[config.mk]
export PLATFORM = sky130hd
export DESIGN_NAME = mem_access_unit
export DESIGN_NICKNAME = d
export VERILOG_FILES = /design/src/rtl/mem_access_unit.sv
export SDC_FILE = /design/constraint.sdc
export NUM_CORES = 1
export LEC_CHECK = 0
export BUFFER_PORTS_ARGS = -buffer_cell sky130_fd_sc_hd__buf_2
export CORE_UTILIZATION = 32
export CTS_CLUSTER_DIAMETER = 80
export DETAILED_ROUTE_END_ITERATION = 8
export SLEW_MARGIN = 40
export SYNTH_ARGS = -nofsm -noshare
export SYNTH_HDL_FRONTEND = slang
export SYNTH_SLANG_ARGS = --single-unit
export TNS_END_PERCENT = 5
[constraint.sdc]
create_clock -name clk -period 4.5 [get_ports clk]
set_clock_uncertainty 0.1 [all_clocks]
set_input_delay 0.9 -clock clk [delete_from_list [all_inputs] [get_ports clk]]
set_output_delay 0.9 -clock clk [all_outputs]
set_load 0.02 [all_outputs]
[src/rtl/mem_access_unit.sv]
// RV32 load/store initiator for the data memory: one request per handshake, sub-word loads
// extracted and extended, sub-word stores done as read-modify-write on the aligned word.
module mem_access_unit #(
    parameter int                AWIDTH    = 32,
    parameter int                DWIDTH    = 32,
    parameter logic [AWIDTH-1:0] BASE_ADDR = 32'h0100_0000,
    parameter logic [AWIDTH-1:0] MEM_BYTES = 32'h0010_0000
) (
    input  logic              clk,
    input  logic              rst,
    input  logic              req_valid_i,
    output logic              req_ready_o,
    input  logic              req_we_i,
    input  logic [2:0]        req_funct3_i,
    input  logic [AWIDTH-1:0] req_addr_i,
    input  logic [DWIDTH-1:0] req_wdata_i,
    output logic              rsp_valid_o,
    input  logic              rsp_ready_i,
    output logic [DWIDTH-1:0] rsp_rdata_o,
    output logic              rsp_err_o,
    output logic [AWIDTH-1:0] mem_addr_o,
    output logic [DWIDTH-1:0] mem_data_o,
    output logic              mem_read_en_o,
    input  logic [DWIDTH-1:0] mem_data_i,
    output logic              mem_write_en_o
);

    typedef enum logic [1:0] {IDLE, RD, WR, RESP} state_t;

    state_t            state_q, state_d;
    logic              we_q;
    logic [2:0]        f3_q;
    logic [AWIDTH-1:0] addr_q;
    logic [DWIDTH-1:0] wdata_q, word_q, rdata_q;
    logic              err_q;

    logic              accept;
    logic              req_err;
    logic [AWIDTH-1:0] offset;
    logic [DWIDTH-1:0] byte_shift, half_shift, load_data, merged;

    assign accept = req_valid_i && (state_q == IDLE);

    // Subtraction wraps for addresses below BASE_ADDR, so one compare covers both ends.
    assign offset = req_addr_i - BASE_ADDR;

    always_comb begin
        req_err = (offset >= MEM_BYTES);
        case (req_funct3_i)
            3'b000:         ;
            3'b001:         if (req_addr_i[0]) req_err = 1'b1;
            3'b010:         if (req_addr_i[1:0] != 2'b00) req_err = 1'b1;
            3'b100, 3'b101: begin
                if (req_we_i) req_err = 1'b1;
                if (req_funct3_i == 3'b101 && req_addr_i[0]) req_err = 1'b1;
            end
            default:        req_err = 1'b1;
        endcase
    end

    assign byte_shift = mem_data_i >> {addr_q[1:0], 3'b000};
    assign half_shift = mem_data_i >> {addr_q[1], 4'b0000};

    always_comb begin
        case (f3_q)
            3'b000:  load_data = {{24{byte_shift[7]}}, byte_shift[7:0]};
            3'b001:  load_data = {{16{half_shift[15]}}, half_shift[15:0]};
            3'b100:  load_data = {24'd0, byte_shift[7:0]};
            3'b101:  load_data = {16'd0, half_shift[15:0]};
            default: load_data = mem_data_i;
        endcase
    end

    always_comb begin
        merged = word_q;
        case (f3_q)
            3'b000:  merged[{addr_q[1:0], 3'b000} +: 8] = wdata_q[7:0];
            3'b001:  merged[{addr_q[1], 4'b0000} +: 16] = wdata_q[15:0];
            default: merged = wdata_q;
        endcase
    end

    always_ff @(posedge clk) begin
        if (rst) begin
            state_q <= IDLE;
            we_q    <= 1'b0;
            f3_q    <= 3'b000;
            addr_q  <= BASE_ADDR;
            wdata_q <= '0;
            word_q  <= '0;
            rdata_q <= '0;
            err_q   <= 1'b0;
        end else begin
            state_q <= state_d;
            case (state_q)
                IDLE: if (accept) begin
                    we_q    <= req_we_i;
                    f3_q    <= req_funct3_i;
                    addr_q  <= req_addr_i;
                    wdata_q <= req_wdata_i;
                    err_q   <= req_err;
                    rdata_q <= '0;
                    word_q  <= '0;
                end
                RD: begin
                    word_q <= mem_data_i;
                    if (!we_q) rdata_q <= load_data;
                end
                default: ;
            endcase
        end
    end

    always_comb begin
        state_d = state_q;
        case (state_q)
            IDLE: if (accept) begin
                if (req_err)                              state_d = RESP;
                else if (req_we_i && req_funct3_i == 3'b010) state_d = WR;
                else                                      state_d = RD;
            end
            RD:      state_d = we_q ? WR : RESP;
            WR:      state_d = RESP;
            RESP:    if (rsp_ready_i) state_d = IDLE;
            default: state_d = IDLE;
        endcase
    end

    assign req_ready_o    = (state_q == IDLE);
    assign rsp_valid_o    = (state_q == RESP);
    assign rsp_rdata_o    = rdata_q;
    assign rsp_err_o      = err_q;
    assign mem_addr_o     = {addr_q[AWIDTH-1:2], 2'b00};
    assign mem_data_o     = (state_q == WR) ? merged : '0;
    assign mem_read_en_o  = (state_q == RD) && !rst;
    assign mem_write_en_o = (state_q == WR) && !rst;

endmodule
Word level (Yosys, flattened, before mapping)
Cells that the tools add are included.
{"block": "classes", "n_div": 0, "n_shift": 6, "bitwise": 0, "addsub": 3, "magnitude_cmp": 1, "muxes": 20, "eq_ne": 13, "n_reduce_logical": 16, "multipliers": 0}
{"cell": "32-bit one-hot mux with 2 select lines", "count": 3}
{"cell": "32-bit one-hot mux with 4 select lines", "count": 1}
{"cell": "32-bit two-way mux", "count": 3}
{"cell": "32-bit bitwise mux", "count": 2}
{"cell": "32-bit by 21-bit >= comparator with 1-bit output (second input constant)", "count": 1}
{"cell": "16-bit by 7-bit variable shift with 32-bit output (first input constant)", "count": 1}
{"cell": "8-bit by 7-bit variable shift with 32-bit output (first input constant)", "count": 1}
{"cell": "16-bit by 7-bit indexed part select with 32-bit output", "count": 1}
{"cell": "8-bit by 7-bit indexed part select with 32-bit output", "count": 1}
{"cell": "32-bit by 5-bit right shift with 16-bit output", "count": 1}
{"cell": "32-bit by 5-bit right shift with 8-bit output", "count": 1}
{"cell": "32-bit by 25-bit subtractor with 32-bit output (second input constant)", "count": 1}
{"cell": "5-bit negation with 7-bit output", "count": 2}
{"cell": "3-bit equality test (second input constant)", "count": 4}
{"cell": "2-bit two-way mux", "count": 4}
{"cell": "2-bit one-hot mux with 4 select lines", "count": 1}
{"cell": "3-bit by 1-bit equality test with 1-bit output (second input constant)", "count": 2}
{"cell": "3-bit zero test", "count": 2}
{"cell": "2-bit AND reduction", "count": 3}
{"cell": "1-bit logical AND", "count": 5}
{"cell": "1-bit two-way mux", "count": 5}
{"cell": "2-bit equality test (second input constant)", "count": 2}
{"cell": "2-bit by 1-bit inequality test with 1-bit output (second input constant)", "count": 2}
{"cell": "1-bit one-hot mux with 4 select lines", "count": 1}
{"cell": "8 further kinds", "count": 9}
{"block": "word_totals", "romBits": 0, "wordCells": 67, "n_memories": 0, "regBits": 135, "mem_bits_rw": 0, "latch_bits": 0}

Logic depth before layout (Yosys ltp)
Gate-level depths: netlist of the first run.
{"block": "depth", "word_depth": 8, "mapped_depth": 9}

Least setup slack after synthesis of the first run
OpenSTA, ideal clock, no wires.
{"block": "synth_timing", "path_kind": "flip-flop to output port", "startpoint": "reg addr_q[1]", "endpoint": "out mem_data_o[0]", "t_arrival_ns": 2.271, "path_stages_with_launch": 9, "slack_ns": 1.229, "required_time_ns": 3.500, "path_cell_list": "dfxtp_1 > buf_2 > buf_2 > inv_1 > ha_1 > nor4b_1 > a211o_1 > a22oi_1 > nor2b_1"}
{"block": "synth_between", "elab_chain_cells": 5, "elab_cells_between_ends": 10, "classes_between": "2 x add/sub; 4 x shift; 4 x mux"}
{"item": "start, declared", "line_no": "33", "text": "logic [AWIDTH-1:0] addr_q;"}
{"item": "start signal, assigned", "line_no": "99", "text": "addr_q <= req_addr_i;"}
{"item": "5-bit negation with 7-bit output (on tied branches)", "line_no": "78, 77"}
{"item": "16-bit by 7-bit indexed part select with 32-bit output (tied with other cells)", "line_no": "78", "text": "3'b001: merged[{addr_q[1], 4'b0000} +: 16] = wdata_q[15:0];"}
{"item": "32-bit bitwise mux (on tied branches)", "line_no": "78, 77"}
{"item": "32-bit one-hot mux with 2 select lines (*)", "line_no": "76", "text": "case (f3_q)"}
{"item": "32-bit two-way mux (*)", "line_no": "134", "text": "assign mem_data_o = (state_q == WR) ? merged : '0;"}
{"item": "end, declared", "line_no": "22", "text": "output logic [DWIDTH-1:0] mem_data_o,"}
Every way passes the cells marked *; elsewhere a longest branch is shown, timed or not.

Final worst setup path of the first run
{"block": "layout_timing", "startpoint": "reg addr_q[1]", "endpoint": "out mem_data_o[7]"}
The elaborated chain is that of the path after synthesis.

==> results of run 1 <==
-- metal layers --
| metal | wire length [µm] | track usage |
|---|---|---|
| met2 | 9550 | 0.319 |
| met4 | 369 | 0.0662 |
| met3 | 1480 | 0.0630 |
| met5 | 25 | 0 |
| met1 | 9200 | 0.256 |
-- worst max path at each step --
| stage | from | to | cells after the start |
|---|---|---|---|
| floorplan | addr_q[1] | mem_data_o[0] | 8 |
| detailed placement | f3_q[0] | mem_data_o[22] | 5 |
| CTS | f3_q[0] | mem_data_o[22] | 5 |
| global placement | f3_q[1] | mem_data_o[13] | 5 |
| finish | addr_q[1] | mem_data_o[7] | 8 |
| global route | addr_q[1] | mem_data_o[7] | 8 |
-- area by class of cell --
| cell class | instances | share of cell area |
|---|---|---|
| Tap cell | 265 | 0.0416 |
| Multi-Input combinational cell | 509 | 0.402 |
| Clock inverter | 11 | 0.0182 |
| Antenna cell | 3 | 0.000942 |
| Sequential cell | 135 | 0.340 |
| Inverter | 7 | 0.00330 |
| Timing Repair Buffer | 212 | 0.136 |
| Clock buffer | 20 | 0.0586 |
-- state kept, by name, summed over array words and instances, names as in the netlist --
signal and flops:
addr_q 32, rsp_rdata_o 32, wdata_q 32, word_q 32
f3_q 3, state_q 2, rsp_err_o 1, we_q 1
-- power by group --
group | switching (mW) | internal, mW
combinational | 0.979 | 0.553
sequential | 0.220 | 1.44
clock | 0.537 | 0.912
total | 1.74 | 2.91
-- logic make-up after synthesis --
group	count (synthesis)	share of synthesized area
AO/OA/AOI/OAI	218	0.248
adder cells (fa/ha/maj)	9	0.0177
buffers and inverters	92	0.0768
flip-flops	135	0.424
multiplexers	25	0.0434
other	1	0.000589
AND/OR/NAND/NOR	255	0.190
-- worst reg2reg max path: cells and delay by family (launching register included) --
family          cells  cell delay (ps)
buf+inv             1               80
compound gates      2              930
simple gates        2              870
flops               1              370
fa+ha+maj           1              320
-- metrics by stage --
step	hold WS (ps)	util	setup slack [ps]
4_1_cts	353	0.409	563
6_report	352	0.409	715
2_1_floorplan	333	-	1230
3_5_place_dp	345	0.377	1040
5_1_grt	367	0.409	563
3_3_place_gp	338	0.377	1000
-- cell usage in the layout, fill, tap and decap left out, types with 9 or more instances in the layout --
| master | count |
|---|---|
| a21oi_1 | 78 |
| a221o_1 | 16 |
| a222oi_1 | 11 |
| a22o_1 | 43 |
| buf_2 | 202 |
| buf_4 | 10 |
| clkbuf_16 | 17 |
| dfxtp_1 | 133 |
| ha_1 | 9 |
| mux2i_1 | 16 |
| nand2_1 | 165 |
| nand2b_1 | 22 |
| nor2_1 | 9 |
| nor2b_1 | 27 |
| o21ai_0 | 16 |
| o2bb2ai_1 | 11 |
==> metrics.csv, run 1 <==
stage;metric;value;unit
run_status;outcome;completed;
hold_path;worstHoldPathType;flop to flop;
setup_path;rr_endpoint;rsp_rdata_o[16];
clocking;clk_pin_slew_worst_paths;60;ps
synth;ys_ff_latch;135;
route;first_pass_iters;8;
synth;seq_area_frac_synth;0.424;
synth;syn_area;6370;µm²
synth;yosys.area.top_type;dfxtp_1;
place;io_buffers;202;
layout;nFillCells;1988;
synth;synth_common_cells;nand2_1, dfxtp_1, a21oi_1, a22o_1, buf_4;
route;routed_wl;20600;µm
setup_path;cp_slowest_stage_delay;370;ps
setup_path;required;3500;ps
hold_path;min_to;wdata_q[19];
sta;rsz0062_at_grt;false;
flow_run;maxCapViolCount;0;
power;powerDensity;583;nW/µm²
power;leakagePower;3.39;nW
synth;async_flop_share;0;
clocking;h-tree-depth;4;
global_route;first_global_vias;5338;
die;die_h;143;µm
clocking;tritoncts;yes;
clocking;cts.sinks;135;
sta;worstMarginPinSlew;817;ps
layout;area_growth_syn_to_layout;25.1;%
setup_path;start_kind;flop;
clocking;cts_buffers;17;
synth;synth_edf_count;0;
synth;synth.area.top_cells;dfxtp_1, nand2_1, a21oi_1;
die;die_w;143;µm
setup_path;reg2reg_slack;1760;ps
layout;regArea;2710;µm²
synth;yosysTopAreaCellShare;0.424;
layout;final_cell_area;7970;µm²
setup_path;timing_worst_setup_path_type;flop to output port;
route;ant_nets;0;
route;vias;5963;
route;detail_route.wl_per_cell;17.8;µm
sta;max_clock_freq;264;MHz
die;initial_core_util;0.327;
place;dp.cells;1128;
layout;fin_cells;1162;
sta;slew_viol_final;0;
global_route;grt_first_pass_wirelength;30800;µm
clocking;cts-root-buf;clkbuf_16;
place;gp_congestion;0.814;
hold_path;whs_path_depth;2;
clocking;cts_setup_buffers;0;
sta;slew_headroom;0.455;
setup_path;worst_ep_arrival_time;2780;ps
sta;hold_violations;0;
clocking;cts-resized-gates;0;
global_route;grt_usage;0.201;
global_route;antenna_found_initial;5;
place;post-dp-hpwl;15100;µm
global_route;grt-ovfl-total;0;
synth;yosysUniqueCellTypes;49;
clocking;clk_latency;430;ps
setup_path;rr_startpoint;state_q[0];
layout;layout.nets;995;
synth;synth_most_common_cell;nand2_1;
sta;post-route-period-util;0.841;
layout;multi_input_area;3200;µm²
setup_path;worstSetupEndpointType;output port;
route;first_iter_violations;468;
synth;syn_area_per_cell;8.67;µm²
route;route.detailed.drc;0;
setup_path;critical_path.top_delay_family;buffers and inverters;
clocking;ctsHoldBuffers;0;
sta;finalSetupTns;0;ps
place;placed_area;7350;µm²
setup_path;reg2reg_depth;6;
setup_path;critPathBufInv;3;
power;power;4.65;mW
route;viasPerCell;5.13;
setup_path;slowest_stage;ha_1;
layout;drive_above_1_share;0.301;
synth;synthCells;735;
clocking;cts_max_path_buffers;2;
power;ir_drop;0.284;mV
setup_path;cp_max_fo;18;
die;rows;51;
setup_path;crit_chain;buf_4, inv_1, ha_1, nor4b_1, a211o_1, a22oi_1, nor2b_1, buf_2;
sta;finalCriticalPeriod;3780;ps
die;io_pins;205;
hold_path;hold_start;wdata_q[19];
sta;finalSetupViolations;0;
synth;yosysWarnings;0;
synth;ys.flop_type;dfxtp_1;
die;dieArea;20500;µm²
global_route;grt_max_degree;75;
die;core_region_area;19500;µm²
Note: power is estimated with default switching activity, not from simulation.
==> run 2, diff against run 1 <==
--- a/config.mk
+++ b/config.mk
@@ -5,6 +5,7 @@
 export SDC_FILE = /design/constraint.sdc
 export NUM_CORES = 1
 export LEC_CHECK = 0
+export ABC_AREA = 1
 export BUFFER_PORTS_ARGS = -buffer_cell sky130_fd_sc_hd__buf_2
 export CORE_UTILIZATION = 32
 export CTS_CLUSTER_DIAMETER = 80
==> constraint.sdc (replaced) <==
create_clock -name clk -period 3.9 [get_ports clk]
set_clock_uncertainty 0.1 [all_clocks]
set_input_delay 0.78 -clock clk [delete_from_list [all_inputs] [get_ports clk]]
set_output_delay 0.78 -clock clk [all_outputs]
set_load 0.02 [all_outputs]
==> metrics.csv, run 2 <==
stage;metric;value;unit;change
run_status;outcome;completed;;
synth;async_flop_share;0;;unchanged
route;vias;7219;;+21%
setup_path;cp_max_fo;17;;-1
place;io_buffers;202;;unchanged
synth;syn_area_per_cell;6.81;µm²;-21%
power;ir_drop;0.298;mV;+5.0%
synth;seq_area_frac_synth;0.386;;-0.0380
global_route;grt_first_pass_wirelength;37400;µm;+21%
sta;hold_violations;0;;unchanged
setup_path;start_kind;flop;;
route;routed_wl;24400;µm;+18%
layout;drive_above_1_share;0.235;;-0.0655
clocking;h-tree-depth;4;;unchanged
clocking;tritoncts;yes;;
synth;synthCells;1027;;+40%
synth;synth_most_common_cell;nand2_1;;
setup_path;worstSetupEndpointType;output port;;
clocking;clk_latency;420;ps;about the same
clocking;cts.sinks;135;;unchanged
place;post-dp-hpwl;17800;µm;+18%
die;dieArea;22500;µm²;+9.7%
synth;yosys.area.top_type;dfxtp_1;;
route;route.detailed.drc;0;;unchanged
clocking;cts_buffers;17;;unchanged
synth;ys_ff_latch;135;;unchanged
setup_path;reg2reg_slack;1450;ps;-310 ps
route;detail_route.wl_per_cell;16.7;µm;-5.7%
power;leakagePower;3.81;nW;+12%
sta;finalSetupViolations;0;;unchanged
route;first_iter_violations;491;;+4.9%
synth;ys.flop_type;dfxtp_1;;
sta;post-route-period-util;0.884;;
synth;yosysTopAreaCellShare;0.386;;-0.0380
synth;synth_edf_count;0;;unchanged
setup_path;timing_worst_setup_path_type;flop to output port;;
sta;slew_viol_final;0;;unchanged
global_route;grt-ovfl-total;0;;unchanged
die;io_pins;205;;unchanged
die;die_h;150;µm;+4.7%
layout;nFillCells;2320;;+17%
sta;finalCriticalPeriod;3450;ps;
route;ant_nets;0;;unchanged
global_route;first_global_vias;6635;;+24%
layout;final_cell_mix;buf_2, nand2_1, nor2_1;;
layout;fin_cells;1459;;+26%
die;die_w;150;µm;+4.7%
global_route;antenna_found_initial;4;;-1
global_route;grt_usage;0.219;;+0.0180
power;powerDensity;732;nW/µm²;+25%
sta;worstMarginPinSlew;732;ps;-85.0 ps
clocking;cts-root-buf;clkbuf_16;;
place;dp.cells;1424;;+26%
place;gp_congestion;0.938;;+15%
die;core_region_area;21200;µm²;+9.0%
setup_path;worst_ep_arrival_time;2570;ps;-210 ps
clocking;cts_max_path_buffers;2;;unchanged
setup_path;required;3020;ps;-480 ps
layout;final_common_cell;buf_2;;
sta;slew_headroom;0.512;;+0.0566
synth;synth.area.top_cells;dfxtp_1, nand2_1, nor2_1;;
layout;layout.nets;1281;;+29%
sta;rsz0062_at_grt;false;;
route;first_pass_iters;5;;-3
synth;yosysWarnings;0;;unchanged
clocking;clk_pin_slew_worst_paths;60;ps;about the same
die;initial_core_util;0.330;;+0.00242
hold_path;worstHoldPathType;flop to flop;;
die;rows;53;;+3.9%
flow_run;maxCapViolCount;0;;unchanged
clocking;ctsHoldBuffers;0;;unchanged
synth;syn_area;7000;µm²;+9.8%
sta;max_clock_freq;290;MHz;
route;viasPerCell;4.95;;-3.6%
synth;yosysUniqueCellTypes;36;;-27%
sta;finalSetupTns;0;ps;unchanged
global_route;grt_max_degree;80;;+6.7%
layout;area_growth_syn_to_layout;21.9;%;
synth;synth_common_cells;nand2_1, nor2_1, dfxtp_1, o21ai_0, nand3_1;;
[run 2: per-stage QoR]
stage	util	total power [mW]	area (µm²)	worst slack, ps	hold WS [ps]
finish	0.402	6.24	8530	454	363
global route	0.402	6.66	8530	143	386
CTS	0.401	6.26	8520	247	366
detailed placement	0.373	4.62	7920	706	356
global placement	0.373	4.60	7920	786	352
floorplan	-	3.95	7000	1180	330
[run 2: logic make-up after synthesis]
kind of cell	count (synthesis)	synth area share
compound gates	253	0.203
fa+ha+maj	9	0.0161
buf+inv	181	0.123
flops	135	0.386
other cells	1	0.000536
simple gates	448	0.271
[run 2: timing repair]
item / 4_1_cts / 5_1_grt
setup buffers: 0 / 0
setup endpoints to repair: 0 / 20
gates resized for setup: 0 / 1
[run 2: routing by layer]
metal,GRT usage,up-vias,share of wire
met3,0.0506,30,0.073
li1,-,3649,-
met1,0.300,3284,0.46
met5,0,-,0.00053
met2,0.334,254,0.44
met4,0.0747,2,0.019
[run 2: critical path, stage by stage (launching register included)]
cell	delay (ps)
dfxtp_2	530
inv_1	180
ha_1	410
inv_1	80
nor2_1	160
inv_1	110
o21ai_0	190
o211ai_1	120
nand4_1	90
nand2_1	60
inv_1	50
buf_2	150
[run 2: area by class of cell]
| cell class | count | area (µm²) | area share |
|---|---|---|---|
| Inverter | 89 | 339 | 0.0398 |
| Timing Repair Buffer | 213 | 1090 | 0.128 |
| Clock buffer | 19 | 453 | 0.0531 |
| Antenna cell | 3 | 7.51 | 0.000880 |
| Clock inverter | 13 | 145 | 0.0170 |
| Tap cell | 275 | 344 | 0.0403 |
| Multi-Input combinational cell | 712 | 3440 | 0.404 |
| Sequential cell | 135 | 2700 | 0.317 |
[run 2: report_power, final]
part           leakage, nW  total, mW  switching (mW)  internal [mW]
Sequential            1.11       2.02           0.277           1.74
Clock                0.286       1.64           0.659          0.981
Combinational         2.42       2.58            1.84          0.745
Total                 3.81       6.24            2.77           3.47
[run 2: path summary, 6_finish.rpt]
check                                     start               to  cells after the start
worst min-delay path            rsp_rdata_o[19]  rsp_rdata_o[19]                      2
worst min register to register  rsp_rdata_o[19]  rsp_rdata_o[19]                      2
worst max register to register       state_q[0]  rsp_rdata_o[11]                     10
worst max-delay path                  addr_q[0]   mem_data_o[20]                     11
